--- src/rtl/uart_mmio.sv ---
// uart_mmio: memory-mapped UART responder. Receives a fixed-length request
// frame into byte registers and transmits four CPU-written result digits as
// ASCII, most significant first, followed by LF. Serial format 8N1, LSB first.
module uart_mmio #(
  parameter int CLKS_PER_BIT = 434,
  parameter int FRAME_LEN    = 5
) (
  input  logic        clk,
  input  logic        rst_n,
  input  logic        sel,
  input  logic [5:0]  addr,
  input  logic        we,
  input  logic [31:0] wdata,
  output logic [31:0] rdata,
  input  logic        rx,
  output logic        tx
);

  localparam int CNT_W = $clog2(CLKS_PER_BIT);
  localparam int IDX_W = $clog2(FRAME_LEN + 1);
  localparam logic [CNT_W-1:0] CNT_ZERO  = CNT_W'(0);
  localparam logic [CNT_W-1:0] CNT_ONE   = CNT_W'(1);
  localparam logic [CNT_W-1:0] BIT_LAST  = CNT_W'(CLKS_PER_BIT - 1);
  localparam logic [CNT_W-1:0] HALF_LAST = CNT_W'(CLKS_PER_BIT / 2 - 1);
  localparam logic [IDX_W-1:0] IDX_ZERO  = IDX_W'(0);
  localparam logic [IDX_W-1:0] IDX_ONE   = IDX_W'(1);
  localparam logic [IDX_W-1:0] IDX_LAST  = IDX_W'(FRAME_LEN - 1);
  localparam logic [5:0] ADDR_STATUS = 6'h14;
  localparam logic [5:0] ADDR_UNITS  = 6'h18;
  localparam logic [5:0] ADDR_TENS   = 6'h1C;
  localparam logic [5:0] ADDR_HUNDS  = 6'h20;
  localparam logic [5:0] ADDR_THOUS  = 6'h24;

  typedef enum logic [1:0] {RX_IDLE, RX_START, RX_DATA, RX_STOP} rx_state_e;
  typedef enum logic [1:0] {TX_IDLE, TX_START, TX_DATA, TX_STOP} tx_state_e;

  // Digit to ASCII; anything that is not a decimal digit is shown as '?'.
  function automatic logic [7:0] digit_to_ascii(input logic [7:0] d);
    if (d > 8'd9) return 8'h3F;
    else          return 8'h30 + {4'h0, d[3:0]};
  endfunction

  logic rx_meta_q, rx_sync_q, rx_prev_q;
  rx_state_e rx_state_q, rx_state_d;
  logic [CNT_W-1:0] rx_cnt_q, rx_cnt_d;
  logic [2:0] rx_bit_q, rx_bit_d;
  logic [7:0] rx_shift_q, rx_shift_d;
  logic byte_done_s;
  logic [7:0] rx_byte_q [FRAME_LEN];
  logic [7:0] rx_byte_d [FRAME_LEN];
  logic [IDX_W-1:0] rx_idx_q, rx_idx_d, idx_base_s;
  logic rx_ready_q, rx_ready_d, ready_base_s;
  logic overrun_q, overrun_d;
  logic [7:0] res_q [4];
  logic [7:0] res_d [4];
  tx_state_e tx_state_q, tx_state_d;
  logic [CNT_W-1:0] tx_cnt_q, tx_cnt_d;
  logic [2:0] tx_bit_q, tx_bit_d;
  logic [2:0] tx_sel_q, tx_sel_d;
  logic [7:0] tx_buf_q [5];
  logic [7:0] tx_buf_d [5];
  logic tx_q, tx_d, tx_busy_q, tx_busy_d;
  logic wr_s, launch_s;
  logic unused_wdata_s;

  assign unused_wdata_s = ^wdata[31:8];
  assign wr_s        = sel & we;
  assign launch_s    = wr_s && (addr == ADDR_THOUS) && !tx_busy_q;
  // A launch restarts frame assembly in the same edge, so it overrides rx_ready.
  assign ready_base_s = launch_s ? 1'b0 : rx_ready_q;
  assign idx_base_s   = launch_s ? IDX_ZERO : rx_idx_q;
  assign tx = tx_q;

  // Two-flop synchroniser on rx plus a delayed copy for falling-edge detection.
  always_ff @(posedge clk or negedge rst_n) begin
    if (!rst_n) begin
      rx_meta_q <= 1'b1;
      rx_sync_q <= 1'b1;
      rx_prev_q <= 1'b1;
    end else begin
      rx_meta_q <= rx;
      rx_sync_q <= rx_meta_q;
      rx_prev_q <= rx_sync_q;
    end
  end

  // RX bit-timing FSM: mid-bit start check, 8 data samples, stop-bit check.
  always_comb begin
    rx_state_d  = rx_state_q;
    rx_cnt_d    = rx_cnt_q;
    rx_bit_d    = rx_bit_q;
    rx_shift_d  = rx_shift_q;
    byte_done_s = 1'b0;
    case (rx_state_q)
      RX_IDLE: begin
        rx_cnt_d = CNT_ZERO;
        if (rx_prev_q && !rx_sync_q) rx_state_d = RX_START;
        else                         rx_state_d = RX_IDLE;
      end
      RX_START: begin
        if (rx_cnt_q == HALF_LAST) begin
          rx_cnt_d = CNT_ZERO;
          rx_bit_d = 3'd0;
          if (rx_sync_q) rx_state_d = RX_IDLE;
          else           rx_state_d = RX_DATA;
        end else begin
          rx_cnt_d = rx_cnt_q + CNT_ONE;
        end
      end
      RX_DATA: begin
        if (rx_cnt_q == BIT_LAST) begin
          rx_cnt_d   = CNT_ZERO;
          rx_shift_d = {rx_sync_q, rx_shift_q[7:1]};
          if (rx_bit_q == 3'd7) rx_state_d = RX_STOP;
          else                  rx_bit_d   = rx_bit_q + 3'd1;
        end else begin
          rx_cnt_d = rx_cnt_q + CNT_ONE;
        end
      end
      RX_STOP: begin
        if (rx_cnt_q == BIT_LAST) begin
          rx_cnt_d    = CNT_ZERO;
          rx_state_d  = RX_IDLE;
          byte_done_s = rx_sync_q;
        end else begin
          rx_cnt_d = rx_cnt_q + CNT_ONE;
        end
      end
      default: rx_state_d = RX_IDLE;
    endcase
  end

  // Frame assembly, overrun tracking and result-digit register writes.
  always_comb begin
    for (int i = 0; i < FRAME_LEN; i++) rx_byte_d[i] = rx_byte_q[i];
    for (int i = 0; i < 4; i++) res_d[i] = res_q[i];
    rx_ready_d = ready_base_s;
    rx_idx_d   = idx_base_s;
    if (wr_s && (addr == ADDR_STATUS)) overrun_d = 1'b0;
    else                               overrun_d = overrun_q;
    if (byte_done_s) begin
      if (ready_base_s) begin
        overrun_d = 1'b1;
      end else begin
        for (int i = 0; i < FRAME_LEN; i++) begin
          if (IDX_W'(i) == idx_base_s) rx_byte_d[i] = rx_shift_q;
          else                         rx_byte_d[i] = rx_byte_q[i];
        end
        if (idx_base_s == IDX_LAST) begin
          rx_ready_d = 1'b1;
          rx_idx_d   = IDX_ZERO;
        end else begin
          rx_idx_d   = idx_base_s + IDX_ONE;
        end
      end
    end else begin
      rx_ready_d = ready_base_s;
    end
    if (wr_s) begin
      case (addr)
        ADDR_UNITS: res_d[0] = wdata[7:0];
        ADDR_TENS:  res_d[1] = wdata[7:0];
        ADDR_HUNDS: res_d[2] = wdata[7:0];
        ADDR_THOUS: begin
          if (launch_s) res_d[3] = wdata[7:0];
          else          res_d[3] = res_q[3];
        end
        default:    res_d[0] = res_q[0];
      endcase
    end else begin
      res_d[0] = res_q[0];
    end
  end

  // TX FSM: launch snapshots the digits; bytes go out back to back.
  always_comb begin
    tx_state_d = tx_state_q;
    tx_cnt_d   = tx_cnt_q;
    tx_bit_d   = tx_bit_q;
    tx_sel_d   = tx_sel_q;
    tx_d       = tx_q;
    tx_busy_d  = tx_busy_q;
    for (int i = 0; i < 5; i++) tx_buf_d[i] = tx_buf_q[i];
    case (tx_state_q)
      TX_IDLE: begin
        if (launch_s) begin
          tx_buf_d[0] = digit_to_ascii(wdata[7:0]);
          tx_buf_d[1] = digit_to_ascii(res_q[2]);
          tx_buf_d[2] = digit_to_ascii(res_q[1]);
          tx_buf_d[3] = digit_to_ascii(res_q[0]);
          tx_buf_d[4] = 8'h0A;
          tx_busy_d   = 1'b1;
          tx_state_d  = TX_START;
          tx_cnt_d    = CNT_ZERO;
          tx_sel_d    = 3'd0;
          tx_d        = 1'b0;
        end else begin
          tx_d        = 1'b1;
        end
      end
      TX_START: begin
        if (tx_cnt_q == BIT_LAST) begin
          tx_cnt_d   = CNT_ZERO;
          tx_bit_d   = 3'd0;
          tx_state_d = TX_DATA;
          tx_d       = tx_buf_q[tx_sel_q][0];
        end else begin
          tx_cnt_d   = tx_cnt_q + CNT_ONE;
        end
      end
      TX_DATA: begin
        if (tx_cnt_q == BIT_LAST) begin
          tx_cnt_d = CNT_ZERO;
          if (tx_bit_q == 3'd7) begin
            tx_state_d = TX_STOP;
            tx_d       = 1'b1;
          end else begin
            tx_bit_d   = tx_bit_q + 3'd1;
            tx_d       = tx_buf_q[tx_sel_q][tx_bit_q + 3'd1];
          end
        end else begin
          tx_cnt_d = tx_cnt_q + CNT_ONE;
        end
      end
      TX_STOP: begin
        if (tx_cnt_q == BIT_LAST) begin
          tx_cnt_d = CNT_ZERO;
          if (tx_sel_q == 3'd4) begin
            tx_state_d = TX_IDLE;
            tx_busy_d  = 1'b0;
          end else begin
            tx_sel_d   = tx_sel_q + 3'd1;
            tx_state_d = TX_START;
            tx_d       = 1'b0;
          end
        end else begin
          tx_cnt_d = tx_cnt_q + CNT_ONE;
        end
      end
      default: begin
        tx_state_d = TX_IDLE;
        tx_d       = 1'b1;
        tx_busy_d  = 1'b0;
      end
    endcase
  end

  // State and register file update.
  always_ff @(posedge clk or negedge rst_n) begin
    if (!rst_n) begin
      rx_state_q <= RX_IDLE;
      rx_cnt_q   <= CNT_ZERO;
      rx_bit_q   <= 3'd0;
      rx_shift_q <= 8'h00;
      for (int i = 0; i < FRAME_LEN; i++) rx_byte_q[i] <= 8'h00;
      rx_idx_q   <= IDX_ZERO;
      rx_ready_q <= 1'b0;
      overrun_q  <= 1'b0;
      for (int i = 0; i < 4; i++) res_q[i] <= 8'h00;
      tx_state_q <= TX_IDLE;
      tx_cnt_q   <= CNT_ZERO;
      tx_bit_q   <= 3'd0;
      tx_sel_q   <= 3'd0;
      for (int i = 0; i < 5; i++) tx_buf_q[i] <= 8'h00;
      tx_q       <= 1'b1;
      tx_busy_q  <= 1'b0;
    end else begin
      rx_state_q <= rx_state_d;
      rx_cnt_q   <= rx_cnt_d;
      rx_bit_q   <= rx_bit_d;
      rx_shift_q <= rx_shift_d;
      for (int i = 0; i < FRAME_LEN; i++) rx_byte_q[i] <= rx_byte_d[i];
      rx_idx_q   <= rx_idx_d;
      rx_ready_q <= rx_ready_d;
      overrun_q  <= overrun_d;
      for (int i = 0; i < 4; i++) res_q[i] <= res_d[i];
      tx_state_q <= tx_state_d;
      tx_cnt_q   <= tx_cnt_d;
      tx_bit_q   <= tx_bit_d;
      tx_sel_q   <= tx_sel_d;
      for (int i = 0; i < 5; i++) tx_buf_q[i] <= tx_buf_d[i];
      tx_q       <= tx_d;
      tx_busy_q  <= tx_busy_d;
    end
  end

  // Combinational read mux; unaligned and unmapped offsets read zero.
  always_comb begin
    rdata = 32'h0;
    if (sel && (addr[1:0] == 2'b00)) begin
      case (addr)
        ADDR_STATUS: rdata = {29'h0, tx_busy_q, overrun_q, rx_ready_q};
        ADDR_UNITS:  rdata = {24'h0, res_q[0]};
        ADDR_TENS:   rdata = {24'h0, res_q[1]};
        ADDR_HUNDS:  rdata = {24'h0, res_q[2]};
        ADDR_THOUS:  rdata = {24'h0, res_q[3]};
        default: begin
          for (int i = 0; i < FRAME_LEN; i++) begin
            if (addr == 6'(4 * i)) rdata = {24'h0, rx_byte_q[i]};
            else                   rdata = rdata;
          end
        end
      endcase
    end else begin
      rdata = 32'h0;
    end
  end

endmodule
--- config.mk ---
export PLATFORM = sky130hd
export DESIGN_NAME = uart_mmio
export DESIGN_NICKNAME = d
export VERILOG_FILES = /design/src/rtl/uart_mmio.sv
export SDC_FILE = /design/constraint.sdc
export NUM_CORES = 1
export LEC_CHECK = 0
export CORE_AREA = 3 3 163 117
export CTS_CLUSTER_SIZE = 28
export DETAILED_ROUTE_END_ITERATION = 16
export DIE_AREA = 0 0 166 120
export HOLD_SLACK_MARGIN = 0.15
export PLACE_DENSITY_LB_ADDON = 0.3
export SLEW_MARGIN = 40
export SYNTH_ARGS = -nofsm -noshare
export SYNTH_HDL_FRONTEND = slang
export SYNTH_SLANG_ARGS = --single-unit
--- constraint.sdc ---
create_clock -name clk -period 8.5 [get_ports clk]
set_clock_uncertainty 0.15 [all_clocks]
set_input_delay 1.275 -clock clk [delete_from_list [all_inputs] [get_ports clk]]
set_output_delay 1.275 -clock clk [all_outputs]
set_load 0.01 [all_outputs]
==> results.txt, run 1 <==
The required time at the endpoint of the critical path was 7.07 ns; the total leakage power was 3.72 nW. Detailed routing inserted a total of 4962 vias. The length of the first detailed-routing pass in iterations is 5.

The congestion estimate from routability-driven global placement came to 0.804. The sequential-to-total area share from yosys stat is 0.495. Counting flops with a built-in enable in the synthesized netlist gives 0.

Summing internal, switching and leakage power gives 1.48 mW. Capturing element type of the critical path: an output port. The number of buffers on the longest clock path came out at 2. By instance count, the cell type seen most on the critical path is clkdlybuf4s50_1. Peak ir drop on the vdd network: 0.000103 V.

The area growth from synthesis to layout came out at 14.3%. The combinational fraction of design power was 0.052. The TritonCTS buffer count was 17.

The run finished with clean final reports. Setup repair after global routing left no endpoint under its margin. The worst path in the final design needs a cycle of 5.80 ns, including I/O delays and setup. The tree is rooted in a clkbuf_16.

The largest single stage delay on the critical path is 0.74 ns. The total routed wirelength was 15900 um; the I/O pin count was 76. The number of antenna diodes in the final layout is 0.

Starting density of the core: 0.393. The detail-routed via count per cell was 5.46. The total power density per cell area was 185 mW/mm^2. The overall die area was 0.0199 sq mm. A synthesized cell averages 11.0 sq um.

Internal power comes to 1.14 mW. In the final routed layout, each cell accounts on average for 17.5 um. Entering global routing, the biggest net connects 87 pins.

Buffers placed on the I/O ports in this run total 27. The setup path with the least slack is of type input pin to output port. The number of max-slew violations in the final report was 0; the number of remaining DRC errors was 0. In this run, distinct cell masters in the synthesized netlist total 63. At the pin with the least slew margin, the transition time is 0.842 ns. The worst-path cell with the longest stage delay is or4b_1. The later pin in the worst-skew pair is clocked with a latency of 0.42 ns. Post-CTS timing repair inserted 0 buffers for setup. The layout cell share with drive strength beyond 1 came out at 0.204. For the clock network power share, the log shows 0.486. The Yosys step of the flow raised 0 warnings. Kind of launch point of the worst setup path: an input pin. The DRC marker count from the first detailed-route iteration is 420. The tightest min-delay check is of the flip-flop to flip-flop type.

For the worst setup path, the data arrival time is 4.38 ns. Traced cell by cell, the critical path runs through clkdlybuf4s50_1 -> or4b_1 -> nor3_2 -> a221oi_1 -> a21o_1 -> a21oi_1 -> clkdlybuf4s50_1. Placed wire-length estimate after detailed placement: 11400 um.

Once detail routing completed, the nets flagged for antenna violations numbered 0. The number of global-route vias before repair was 4867. In the synthesized netlist, the number of instances is 633.

The highest fanout seen on the critical path came out at 8. From bottom edge to top edge, the die measures 120 um. The fraction of power spent switching nets is 0.231. The first global-routing pass estimated 25700 um of wire. The logs give 0.461 for the portion of total power attributed to sequential cells and 138 for the number of sinks handled by clock tree synthesis. The final hold violation count came out at 0. The most used flip-flop cell after synthesis was dfrtp_1. For this run the aggregate overflow at the end of global routing stands at 0. The synthesized design contains 138 register bits. The fraction of post-synthesis cell area in the top cell type by area was 0.480; the clock-pin slew of the registers on the worst-case setup and hold paths was 0.06 ns. In this run the standard cell core region covers 0.0178 sq mm. The proportion of synthesized flip-flops having asynchronous set or reset works out to 1.00. Setup violations remaining at the end of the flow were counted as 0. The number of gates resized after CTS was 0. In this run the number of H-tree levels came out at 4.

The synthesized design spends more area on one cell type than any other, namely dfrtp_1. The share of the clock period used by the worst path after layout was 0.682. Sorting the synthesized cells by area gives the leading types as dfrtp_1 48%, mux2_2 13%, ha_1 3.6%. The tools report the net switching power as 0.342 mW. The tools report the worst relative slew slack as 0.437. TritonCTS built the clock tree. For the total track usage, the log shows 0.162.

Hold repair after CTS inserted 0 buffers. From left edge to right edge, the die measures 166 um. Row generation in the floorplan step produced 41 rows. In the final timing run, aggregate negative setup slack is 0 ns. The run gives 723 as the net count of the finished layout.

The run gives 0.00699 sq mm as the summed instance area of the synthesized netlist. Max-capacitance violation count: 0. The maximum clock frequency is 172 MHz, and the initial antenna violation count is 0.
cells by family after synthesis:
logic type / synth area share
DFF: 0.495
AOI/OAI and AO/OA: 0.117
xor gates and xnor gates: 0.0100
other: 0.000536
adders and majority gates: 0.0358
muxes: 0.155
buffers and inverters: 0.0474
and+or+nand+nor: 0.140
through the flow:
stage	instances	setup slack, ns	hold WS (ns)	utilization	area [sq um]
global route	909	2.63	0.212	0.449	7990
detailed placement	877	2.75	0.197	0.417	7420
global placement	877	1.88	0.197	0.416	7400
CTS	909	2.72	0.205	0.449	7990
floorplan	656	4.07	0.195	-	7080
finish	909	2.70	0.204	0.449	7990
final cells by class:
class / instances / area [sq um]
multi-input combinational: 457 / 3310
clock inverter: 12 / 125
tap: 236 / 295
fill: 1594 / 9810
sequential: 138 / 3460
timing repair buffer: 30 / 295
clock buffer: 20 / 447
inverter: 16 / 60.1
synth_stat cells, types with 5 or more instances:
library cell and n:
a21oi_1 28, or4_1 6, nand2b_1 9, mux2i_1 9, mux2_2 82, ha_1 20
nor3b_1 6, a22oi_1 16, dfrtp_1 134, a21o_1 5, a22o_1 5, and3_1 10
a221oi_1 5, buf_4 25, nand2_1 48, nand3_1 18, nor2_1 60, o21ai_0 24
inv_1 15, xor2_1 7, clkbuf_1 17, a31oi_1 5
routing by layer:
layer / routed length [um] / vias to the layer above / global-route usage
li1: - / 2309 / -
met1: 7780 / 2523 / 0.236
met2: 7210 / 117 / 0.246
met3: 744 / 13 / 0.0346
met4: 125 / 0 / 0.0462
met5: 0 / - / 0
registers in the layout, summed over array words and instances (netlist names), 2 cells and up, named ones only:
signal and flops:
tx_cnt_q 9, rx_cnt_q 9, tx_buf_q 17, rx_shift_q 8, res_q 32, tx_sel_q 3
rx_bit_q 3, rx_byte_q 40, rx_idx_q 3, tx_bit_q 3, tx_state_q 2
power groups by stage:
| stage | sequential, mW | clock, mW | combinational [mW] |
|---|---|---|---|
| after global routing | 0.683 | 0.768 | 0.0867 |
| after floorplan | 0.688 | 0 | 0.0492 |
| final | 0.682 | 0.719 | 0.0774 |
| after global placement | 0.692 | 0 | 0.0764 |
| after CTS | 0.681 | 0.736 | 0.0784 |
| after detailed placement | 0.693 | 0 | 0.0781 |
final timing paths:
| path | from | slack [ns] | cells past startpoint | to |
|---|---|---|---|---|
| min in group asynchronous | rst_n | 0.66 | 1 | rx_cnt_q[7] |
| hold / removal | rx_meta_q | 0.20 | 0 | rx_sync_q |
| setup reg to reg | tx_busy_q | 5.42 | 6 | rx_byte_q[0] |
| max in group asynchronous | rst_n | 6.43 | 2 | res_q[20] |
| setup / recovery | addr[3] | 2.70 | 7 | rdata[6] |
| hold reg to reg | rx_meta_q | 0.20 | 0 | rx_sync_q |
worst max-delay path: cells and delay by family:
kind            cells  cell delay (ns)
compound gates      3             0.66
buf+inv             2             1.13
simple gates        2             1.30
placed cells by master (no fill, tap or decap), drive strengths merged, types with 5 or more instances in the layout:
master	count
a21o	5
a21oi	28
a221oi	5
a22o	5
a22oi	16
a31oi	5
and3	10
clkbuf	21
clkdlybuf4s50	25
clkinv	9
conb	24
dfrtp	134
ha	20
inv	17
mux2	82
mux2i	9
nand2	50
nand2b	9
nand3	18
nand4	5
nor2	60
nor3b	6
nor4	6
o21ai	25
or4	7
xor2	7
Power figures use the tool's default switching activity.
==> inputs of run 2 (changes only) <==
==> constraint.sdc (replaced) <==
create_clock -name clk -period 4.87 [get_ports clk]
set_clock_uncertainty 0.15 [all_clocks]
set_input_delay 0.7305 -clock clk [delete_from_list [all_inputs] [get_ports clk]]
set_output_delay 0.7305 -clock clk [all_outputs]
set_load 0.01 [all_outputs]
==> run 2 against run 1 <==
Compared with the run above: clock power is 75% higher; die area unchanged; power rose by 75%; non-clock buffer count increased by 5; final cell count up 0.55%; count of clock-buffer cells in the layout down 2; largest power group unchanged; highest routed layer unchanged.
==> results.txt, run 2 (synthesized netlist as in run 1, its figures left out) <==
Layout cell share with drive strength beyond 1: 0.208. Max-cap violations in this run came to 0. The run gives 5 as the length of the first detailed-routing pass in iterations. Measured along the y axis, the die boundary spans 120 um.

At the placement stage, the worst setup path has a slack of 0.538 ns. Counting the fill cells in the layout gives 1595. Counting every sink on the clock net gives 138. TritonCTS built the clock tree. The remaining antenna violation count after routing was 0; the DRC marker count from the first detailed-route iteration was 293.

The highest fanout seen on the critical path is 20. The total leakage power is 3.72 nW. On the critical path, the stage with the largest delay is an instance of clkdlybuf4s50_1.

Data on the critical path arrives at its endpoint at 3.47 ns. The tightest min-delay check is of the input pin to asynchronous set/reset pin type. For this design the top-level I/O count stands at 76. Across all layers, the routed design uses 4998 vias.

The total inserted antenna cells was 0; the starting density of the core was 0.393. After clock tree synthesis, the repair step resized 0 gates. No sink is reached through more buffers than the 2 on the longest clock path.

The smallest clock period supported by the final layout is computed as 4.35 ns. Once detailed placement completed, the half-perimeter wirelength came to 11500 um. For this run, the post-layout net count is 728. The flow ran to the end, and the final reports show no timing, DRC or antenna violations. The register with the most flip-flops in the layout has 40 of them. The critical path is of the input pin to output port type. Across all setup checks in the final design, the least slack found is 0.522 ns. Timing would allow up to 230 MHz. The H-tree was split into 4 levels. The tools report the placement row count as 41. The register area is 0.00346 sq mm.

The region available for standard cell placement spans 0.0178 sq mm. The final core utilization was 0.451; the total design power was 2.58 mW. The total routed wirelength is 16200 um, and the overflow left after global routing is 0. Dividing the detail-routed wire length by the instance count gives 17.7 um.

From left edge to right edge, the die measures 166 um. The most flop-heavy register is rx_byte_q. Entering global routing, the biggest net connects 99 pins.

Together, buffers and inverters on the worst path number 3. Compared with the post-synthesis result, the final layout area differs by 14.7%. The worst-case IR drop observed on VDD is 0.000168 V. The first global-routing pass estimated 26800 um of wire.

Setup repair after global routing left no endpoint under its margin. The worst setup path is launched from an input pin. The final hold violation count is 0, and the number of setup violations in the final report is 0. The number of max-slew violations in the final report is 0, and the aggregate negative setup slack is 0 ns. After detailed routing, the number of remaining DRC violations is 0. The later pin in the worst-skew pair is clocked with a latency of 0.43 ns. The library cells used most frequently in the layout, excluding fill and tap cells, are 134 x dfrtp_1, 82 x mux2_2, 60 x nor2_1, 48 x nand2_1, 28 x a21oi_1. The tools report the worst relative slew slack as 0.471.

Dividing the detail-routed via count by the number of cells gives 5.47. In this run the clock root is driven by a clkbuf_16. The worst setup path is captured at an output port. After clock tree synthesis, the clock-pin slew on the worst setup and hold paths is 0.06 ns.

The total track usage was 0.168; the transition time at the pin with the least slew margin was 0.791 ns. In this run, CTS created clock tree buffers numbering 17. The number of global-route vias before repair is 5083. The required time at the endpoint of the critical path came out at 3.99 ns.

The initial antenna violation count was 0. The number of hold buffers added after CTS came out at 0. Number of buffers added on ports: 27.

Post-CTS timing repair inserted 0 buffers for setup. The share of the clock period used by the worst path after layout is 0.893. The logs give 0.00330 sq mm for the area taken by multi-input logic gates and 0.0199 sq mm for the overall die area.

At the end of routability-driven placement, the weighted congestion stood at 0.814. The critical path goes through clkdlybuf4s50_1 -> buf_4 -> nor4_1 -> and2_1 -> a22oi_1 -> o211a_1 -> a31oi_1 -> clkdlybuf4s50_1. Cell family with the largest share of critical-path delay: buffers and inverters. The longest individual stage delay on the worst path was 0.60 ns. The largest registers in the layout are rx_byte_q (40), res_q (32), tx_buf_q (17).

By instance count, the cell type seen most on the critical path is clkdlybuf4s50_1. For this design the ratio of total power to cell area is 322 mW/mm^2. The most common library cell in the layout ignoring fill and taps is dfrtp_1.
-- run 2: per-stage QoR --
step | cells | cell area (sq um) | hold WS [ns]
2_1_floorplan | 656 | 7080 | 0.195
3_5_place_dp | 882 | 7450 | 0.199
3_3_place_gp | 882 | 7440 | 0.198
5_1_grt | 914 | 8020 | 0.213
6_report | 914 | 8020 | 0.170
4_1_cts | 914 | 8020 | 0.207
-- run 2: final cells by class --
class,instances,share of cell area
tap,236,0.0368
timing repair buffer,35,0.0418
inverter,16,0.00749
multi-input combinational,457,0.412
clock buffer,18,0.0535
sequential,138,0.431
clock inverter,14,0.0172
-- run 2: report_power, final --
part           internal (mW)  switching (mW)
sequential              1.17          0.0215
combinational         0.0492          0.0870
clock                  0.714           0.543
-- run 2: worst reg2reg max path: stages, from the launching register on --
cell     delay [ns]
dfrtp_1        0.46
or4_4          0.73
nand2_1        0.18
inv_1          0.08
ha_1           0.21
nand2_1        0.40
mux2_2         0.40
-- run 2: metal layers --
metal | GRT usage | vias to the layer above | wire length [um]
li1 | - | 2313 | -
met4 | 0.0488 | 0 | 217
met5 | 0 | - | 0
met2 | 0.258 | 131 | 7300
met1 | 0.241 | 2532 | 7880
met3 | 0.0362 | 22 | 790
-- run 2: path summary, 6_finish.rpt --
path                       startpoint       endpoint  slack (ns)  cells past startpoint
min reg2reg                 rx_meta_q      rx_sync_q        0.21                      0
min                             rst_n    rx_cnt_q[8]        0.17                      1
max reg2reg                 tx_busy_q  rx_byte_q[17]        2.15                      6
max in group asynchronous       rst_n   rx_byte_q[5]        3.38                      2
min in group clk            rx_meta_q      rx_sync_q        0.21                      0
max                           addr[2]       rdata[2]        0.52                      8
